--- src/rtl/cfa_phase_scheduler.sv ---
// Raster/CFA-phase tracker and tag delay line for the demosaic interpolation datapath.
// Tags ride a dp_en-gated shift register matching the datapath latency, so output muxing stays aligned.
module cfa_phase_scheduler #(
  parameter int DataBitWidth = 12,
  parameter int ImgWidth     = 640,
  parameter int ImgHeight    = 480,
  parameter int PipeLatency  = 3,
  parameter int BayerPattern = 0
) (
  input  logic                         clk,
  input  logic                         rst,
  input  logic                         in_valid,
  output logic                         in_ready,
  input  logic                         in_sof,
  output logic                         dp_en,
  output logic                         out_valid,
  input  logic                         out_ready,
  output logic [1:0]                   out_phase,
  output logic                         out_border,
  output logic [$clog2(ImgHeight)-1:0] out_row,
  output logic [$clog2(ImgWidth)-1:0]  out_col,
  output logic                         out_sof,
  output logic                         out_eof,
  output logic                         frame_err
);

  localparam int RW = $clog2(ImgHeight);
  localparam int CW = $clog2(ImgWidth);
  localparam logic [RW-1:0] LastRow = RW'(ImgHeight - 1);
  localparam logic [CW-1:0] LastCol = CW'(ImgWidth - 1);
  localparam logic [1:0]    Pattern = 2'(BayerPattern);

  localparam logic [1:0] StIdle  = 2'd0;
  localparam logic [1:0] StRun   = 2'd1;
  localparam logic [1:0] StFlush = 2'd2;

  // The pixel width only describes the attached datapath; nothing here is sized by it.
  if (DataBitWidth < 1) begin : g_bad_width
  end

  typedef struct packed {
    logic          valid;
    logic [1:0]    phase;
    logic          border;
    logic [RW-1:0] row;
    logic [CW-1:0] col;
    logic          sof;
    logic          eof;
  } tag_t;

  logic [1:0]    r_state;
  logic [RW-1:0] r_row;
  logic [CW-1:0] r_col;
  logic          r_frame_err;
  tag_t          r_pipe [PipeLatency];

  logic          w_accept;
  logic          w_restart;
  logic          w_insert;
  logic          w_last;
  logic [RW-1:0] w_row;
  logic [CW-1:0] w_col;
  tag_t          w_tag;
  tag_t          w_tail;

  assign w_tail    = r_pipe[PipeLatency-1];
  assign dp_en     = ~w_tail.valid | out_ready;
  assign in_ready  = dp_en & (r_state != StFlush);
  assign w_accept  = in_valid & in_ready;
  assign w_restart = w_accept & in_sof;
  // Outside RUN only a start-of-frame beat is allowed into the pipe.
  assign w_insert  = w_accept & ((r_state == StRun) | in_sof);
  assign w_row     = w_restart ? '0 : r_row;
  assign w_col     = w_restart ? '0 : r_col;
  assign w_last    = (w_row == LastRow) && (w_col == LastCol);

  always_comb begin
    w_tag = '0;
    if (w_insert) begin
      w_tag.valid  = 1'b1;
      w_tag.phase  = Pattern ^ {w_row[0], w_col[0]};
      w_tag.border = (w_row == '0) || (w_row == LastRow) || (w_col == '0) || (w_col == LastCol);
      w_tag.row    = w_row;
      w_tag.col    = w_col;
      w_tag.sof    = (w_row == '0) && (w_col == '0);
      w_tag.eof    = w_last;
    end
  end

  always_ff @(posedge clk) begin
    if (!rst) begin
      r_state     <= StIdle;
      r_row       <= '0;
      r_col       <= '0;
      r_frame_err <= 1'b0;
      for (int i = 0; i < PipeLatency; i++) begin
        r_pipe[i] <= '0;
      end
    end else begin
      r_frame_err <= w_restart & (r_state == StRun);

      if (dp_en) begin
        r_pipe[0] <= w_tag;
        for (int i = 1; i < PipeLatency; i++) begin
          r_pipe[i] <= r_pipe[i-1];
        end
      end

      if (w_insert) begin
        if (w_last) begin
          r_row <= '0;
          r_col <= '0;
        end else if (w_col == LastCol) begin
          r_row <= w_row + 1'b1;
          r_col <= '0;
        end else begin
          r_row <= w_row;
          r_col <= w_col + 1'b1;
        end
      end

      // FLUSH holds off new input until the eof beat has actually left the block.
      case (r_state)
        StIdle: begin
          if (w_insert) r_state <= w_last ? StFlush : StRun;
        end
        StRun: begin
          if (w_insert && w_last) r_state <= StFlush;
        end
        StFlush: begin
          if (w_tail.valid && out_ready && w_tail.eof) r_state <= StIdle;
        end
        default: r_state <= StIdle;
      endcase
    end
  end

  assign out_valid  = w_tail.valid;
  assign out_phase  = w_tail.phase;
  assign out_border = w_tail.border;
  assign out_row    = w_tail.row;
  assign out_col    = w_tail.col;
  assign out_sof    = w_tail.sof;
  assign out_eof    = w_tail.eof;
  assign frame_err  = r_frame_err;

endmodule

--- config.mk ---
export PLATFORM = sky130hd
export DESIGN_NAME = cfa_phase_scheduler
export DESIGN_NICKNAME = d
export VERILOG_FILES = /design/src/rtl/cfa_phase_scheduler.sv
export SDC_FILE = /design/constraint.sdc
export NUM_CORES = 1
export LEC_CHECK = 0
export CAP_MARGIN = 15
export CORE_MARGIN = 4
export CORE_UTILIZATION = 52
export DETAILED_ROUTE_END_ITERATION = 7
export PLACE_DENSITY_LB_ADDON = 0.3
export SYNTH_ARGS = -nofsm -noshare
export SYNTH_HDL_FRONTEND = slang
export SYNTH_SLANG_ARGS = --single-unit
--- constraint.sdc ---
create_clock -name clk -period 8.4 [get_ports clk]
set_input_delay 1.68 -clock clk [delete_from_list [all_inputs] [get_ports clk]]
set_output_delay 1.68 -clock clk [all_outputs]
set_load 0.02 [all_outputs]
==> qor.csv, run 1 <==
metric,value,unit
status,completed,
port-buffer-count,32,
syn-num-nets,361,
post_drt_via_cell_ratio,5.565,
layout_common_cells,"edfxtp_1, and3_1, clkdlybuf4s50_1",
first_iter_violations,163,
grt_pass1_vias,2335,
avgSynthCellArea,11.61,sq um
swShare,0.2357,
cts_tree,yes,
cts.sinks,91,
fmaxAchievable,187.5,MHz
ys_ff_latch,91,
cp_max_fo,54,
grt_remaining_overflow,0,
path_clk_slew,0.09,ns
finalCritPeriodShare,0.6350,
yosysTopAreaCellShare,0.5069,
worst_slew_pin_slew,0.9425,ns
rrSetupSlack,4.59,ns
pin_count,33,
n_fill_cell,664,
vias,2571,
dieArea,9343,sq um
antenna_cells,0,
clockBufferDepth,2,
drive_above_1_share,0.07778,
fp.coreArea,7687,sq um
synthCells,352,
cp-end-kind,primary output,
grt_setup_unrepaired,no,
synth_cell_types,52,
synthTopCellsByArea,"edfxtp_1, dfxtp_1, and3_1, buf_4, nand2_1",
final-max-slew-violation-count,0,
rr_startpoint,r_pipe[0][74],
p_int,0.6154,mW
cp-start-kind,primary input,
leakagePower,1.894,nW
yosysWarnings,0,
dieHeight,96.66,um
grt_first_pass_wirelength,11.45,mm
synth_edf_count,69,
cp-startpoint,out_ready,
finalSetupViolations,0,
hold_viol,0,
htreeDepth,3,
max-slew-margin-rel,0.3689,
crit_required,6.72,ns
async_flop_share,0,
ys_seq_area_frac,0.6146,
grt_max_degree,70,
crit_arrival,3.65,ns
clock-skew-final,0.009233,ns
final_common_cell,edfxtp_1,
clkPwrFrac,0.336,
hp-class,reg -> reg,
cts_hold_buf,0,
tns,0,ns
placed_cells,446,
comb_power_share,0.053,
root_buffer,clkbuf_8,
power.density,179.4,nW/um^2
ant_nets,0,
p_seq_frac,0.611,
p_switching,0.1898,mW
stdcell_count,462,
grtUsageTotal,0.1511,
rows,32,
initial_core_util,0.5317,
peakVddDrop,76.41,uV
syn_area,4088,sq um
routedWlPerCell,14.65,um
yosys.area.top_type,edfxtp_1,
antenna_found_initial,0,
cts_resized,0,
drtPass1Iterations,5,
worstSkewPairLatency,0.35,ns
area_growth_syn_to_layout,9.826,%
drcViolationCount,0,
fin_crit,5.334,ns
dp_hpwl,4.324,mm
min-delay-start,r_col[1],
synth_ff_type,edfxtp_1,
numCtsBuffers,9,
die_x,96.66,um
worstSetupPathType,in -> out,
drv_cap,0,
gp_congestion,0.8607,
postCtsSetupRepairBufs,0,
routed_wl,6.767,mm
layout.nets,364,
-- state kept, by name (all words and copies together) (netlist names) --
signal,count
r_row,9
frame_err,1
r_state,2
r_pipe,69
r_col,10
-- routing by layer --
layer  share of wire  track usage  vias up  wire [um]
met5               0            0        -          0
met4           0.017      0.06803        0        117
met3           0.062      0.03389       10        417
met2            0.47       0.2367       67       3207
met1            0.45       0.2015     1212       3024
li1                -            -     1282          -
-- cells by family after synthesis --
| group | count (synthesis) | share of synthesized area |
|---|---|---|
| buf+inv | 50 | 0.06765 |
| mux | 2 | 0.005203 |
| flops | 91 | 0.6146 |
| compound gates | 40 | 0.06581 |
| xor+xnor | 4 | 0.008572 |
| fa+ha+maj | 4 | 0.01224 |
| simple gates | 161 | 0.2259 |
-- worst paths after layout --
kind	end	depth (start not counted)
max	dp_en	4
min	r_col[1]	2
max reg2reg	r_col[5]	11
min reg2reg	r_col[1]	2
-- layout make-up --
cell class	instances	area, sq um	area share
sequential	91	2512	0.5596
multi-input combinational	211	1301	0.2899
inverter	8	30.03	0.006689
clock inverter	7	58.81	0.01310
tap	102	127.6	0.02843
timing repair buffer	34	335.3	0.07469
clock buffer	9	123.9	0.02759
-- worst max-delay path, cell delays in order --
cell and delay (ns):
clkdlybuf4s50_1 0.48, and2b_1 0.24, inv_2 0.51, clkdlybuf4s50_1 0.73
-- metrics by stage --
| stage | area [sq um] | util | setup slack [ns] | hold slack, ns | total power [mW] |
|---|---|---|---|---|---|
| after floorplan | 4088 | - | 4.332 | 0.4592 | 0.5327 |
| after global placement | 4307 | 0.5602 | 3.084 | 0.4837 | 0.5442 |
| after detailed placement | 4307 | 0.5602 | 2.945 | 0.4801 | 0.5450 |
| after CTS | 4489 | 0.5840 | 3.076 | 0.5032 | 0.8148 |
| after global routing | 4489 | 0.5840 | 2.851 | 0.5303 | 0.8432 |
| final | 4489 | 0.5840 | 3.066 | 0.5089 | 0.8053 |
-- Yosys cell counts, types with 3 or more instances --
master / instances
a21oi_1: 13
and2_1: 17
and3_1: 52
buf_4: 23
clkbuf_1: 17
dfxtp_1: 22
edfxtp_1: 69
ha_1: 4
inv_1: 7
nand2_1: 30
nand3_1: 10
nand4_1: 6
nor2_1: 13
nor3_1: 9
nor4_1: 3
o21ai_0: 8
or4_1: 3
xor2_1: 3
-- power groups by stage --
stage	clock network (mW)	registers, mW	logic (mW)
floorplan	0	0.502	0.0306
global route	0.303	0.493	0.0471
finish	0.271	0.492	0.0425
global placement	0	0.502	0.0422
CTS	0.280	0.492	0.0429
detailed placement	0	0.502	0.0427
No activity file was read; power rests on OpenSTA's default activity.
==> inputs of run 2 (changes only) <==
==> constraint.sdc (replaced) <==
create_clock -name clk -period 4.8 [get_ports clk]
set_input_delay 0.96 -clock clk [delete_from_list [all_inputs] [get_ports clk]]
set_output_delay 0.96 -clock clk [all_outputs]
set_load 0.02 [all_outputs]
==> run 2 against run 1 <==
  * First-iteration DRC count rose by 6.1%
  * Routed wire length rose by 9.4%
  * Flip-flop and latch count did not move
  * Count of clock-buffer cells in the layout did not move
  * Non-clock buffer count rose by 3
  * Critical path depth rose by 1
  * Core utilization rose by 0.36 points
==> qor.csv, run 2 (synthesized netlist as in run 1, its figures left out) <==
metric,value,unit,change
hold_ws,0.5213,ns,+0.01246 ns
p_int,1.074,mW,+75%
antenna_cells,0,,unchanged
fp.coreArea,7687,sq um,unchanged
dpl_worst_slack,0.7130,ns,-2.232 ns
worstSkewPairLatency,0.35,ns,about the same
cts_tree,yes,,
cp_max_fo,53,,-1.9%
routed_wl,7.402,mm,+9.4%
p_total,1.401,mW,+74%
stdcell_count,465,,+0.65%
clkPwrFrac,0.330,,-0.006
swShare,0.2337,,-0.002050
drtPass1Iterations,4,,-1
rows,32,,unchanged
initial_core_util,0.5317,,unchanged
area_growth_syn_to_layout,10.50,%,
drcViolationCount,0,,unchanged
peakVddDrop,127.5,uV,+67%
grt_max_degree,54,,-23%
status,completed,,
fmaxAchievable,263.7,MHz,
largest_reg_flops,69,,unchanged
root_buffer,clkbuf_8,,
grt_first_pass_wirelength,12.24,mm,+6.9%
fin_crit,3.792,ns,
crit_arrival,2.83,ns,-0.82 ns
tns,0,ns,unchanged
cts_resized,0,,unchanged
max-slew-margin-rel,0.3825,,+0.01360
vias,2592,,+0.82%
leakagePower,1.909,nW,+0.80%
drv_cap,0,,unchanged
cts_hold_buf,0,,unchanged
postCtsSetupRepairBufs,0,,unchanged
path_clk_slew,0.08,ns,about the same
final-max-slew-violation-count,0,,unchanged
cp-end-kind,primary output,,
cp-start-kind,primary input,,
die_x,96.66,um,unchanged
p_seq_frac,0.614,,+0.003
finalCritPeriodShare,0.7901,,
hold_viol,0,,unchanged
grt_remaining_overflow,0,,unchanged
first_iter_violations,173,,+6.1%
grt_pass1_vias,2460,,+5.4%
clockBufferDepth,2,,unchanged
dpl_cell_area,4322,sq um,+0.35%
post_drt_via_cell_ratio,5.574,,+0.17%
dieArea,9343,sq um,unchanged
port-buffer-count,32,,unchanged
comb_power_share,0.055,,+0.002
largestRegisters,"r_pipe (69), r_col (10), r_row (9)",,
pin_count,33,,unchanged
grtUsageTotal,0.1618,,+0.01068
final_cell_area,4517,sq um,+0.61%
crit_required,3.84,ns,-2.88 ns
p_switching,0.3275,mW,+73%
gp_congestion,0.8822,,+2.5%
finalCoreUtilization,0.5876,,+0.003581
routedWlPerCell,15.92,um,+8.7%
ant_nets,0,,unchanged
worst_slew_pin_slew,0.9222,ns,-0.02031 ns
final_common_cell,edfxtp_1,,
placed_cells,448,,+0.45%
regMostFlops,r_pipe,,
antenna_found_initial,0,,unchanged
numCtsBuffers,9,,unchanged
power.density,310.3,nW/um^2,+73%
htreeDepth,3,,unchanged
worstSetupPathType,in -> out,,
dieHeight,96.66,um,unchanged
hp-class,reg -> reg,,
grt_setup_unrepaired,no,,
clock-skew-final,0.009191,ns,-0.00004211 ns
finalSetupViolations,0,,unchanged
dp_hpwl,4.908,mm,+13%
timing.final.ws_setup,1.008,ns,-2.059 ns
drive_above_1_share,0.08264,,+0.004867
layout_common_cells,"edfxtp_1, and3_1, clkdlybuf4s50_1",,
layout.nets,367,,+0.82%
cts.sinks,91,,unchanged
==> run 2: changes by cell type in the layout (fill, tap and decap cells not counted), sizes merged <==
cell	delta
buf	+3
==> run 2: area by class of cell <==
cell class,instances,area (sq um)
sequential,91,2512
multi-input combinational,211,1301
clock buffer,9,123.9
inverter,8,30.03
timing repair buffer,37,370.4
fill,652,3171
clock inverter,7,51.30
tap,102,127.6
==> run 2: path summary, 6_finish.rpt <==
check / from / endpoint / slack [ns] / cells after the start
min reg2reg: r_col[1] / r_col[1] / 0.52 / 2
min: r_col[1] / r_col[1] / 0.52 / 2
max reg2reg: r_pipe[0][74] / r_row[1] / 1.70 / 11
max: out_ready / dp_en / 1.01 / 5
==> run 2: power groups by stage <==
stage               Sequential [mW]  Clock, mW  Combinational [mW]
floorplan                     0.879          0              0.0535
global placement              0.879          0              0.0765
detailed placement            0.879          0              0.0770
CTS                           0.861      0.473              0.0772
global route                  0.863      0.506              0.0846
finish                        0.861      0.463              0.0776
==> run 2: critical path: stages <==
cell             delay (ns)
clkdlybuf4s50_1        0.48
and2b_1                0.24
inv_2                  0.09
buf_4                  0.36
clkdlybuf4s50_1        0.69
==> run 2: layer usage <==
metal,GRT usage,wire [um],part of all wire
met1,0.2154,3357,0.45
met2,0.2569,3464,0.47
met3,0.04182,431,0.058
met4,0.05832,149,0.020
met5,0,0,0
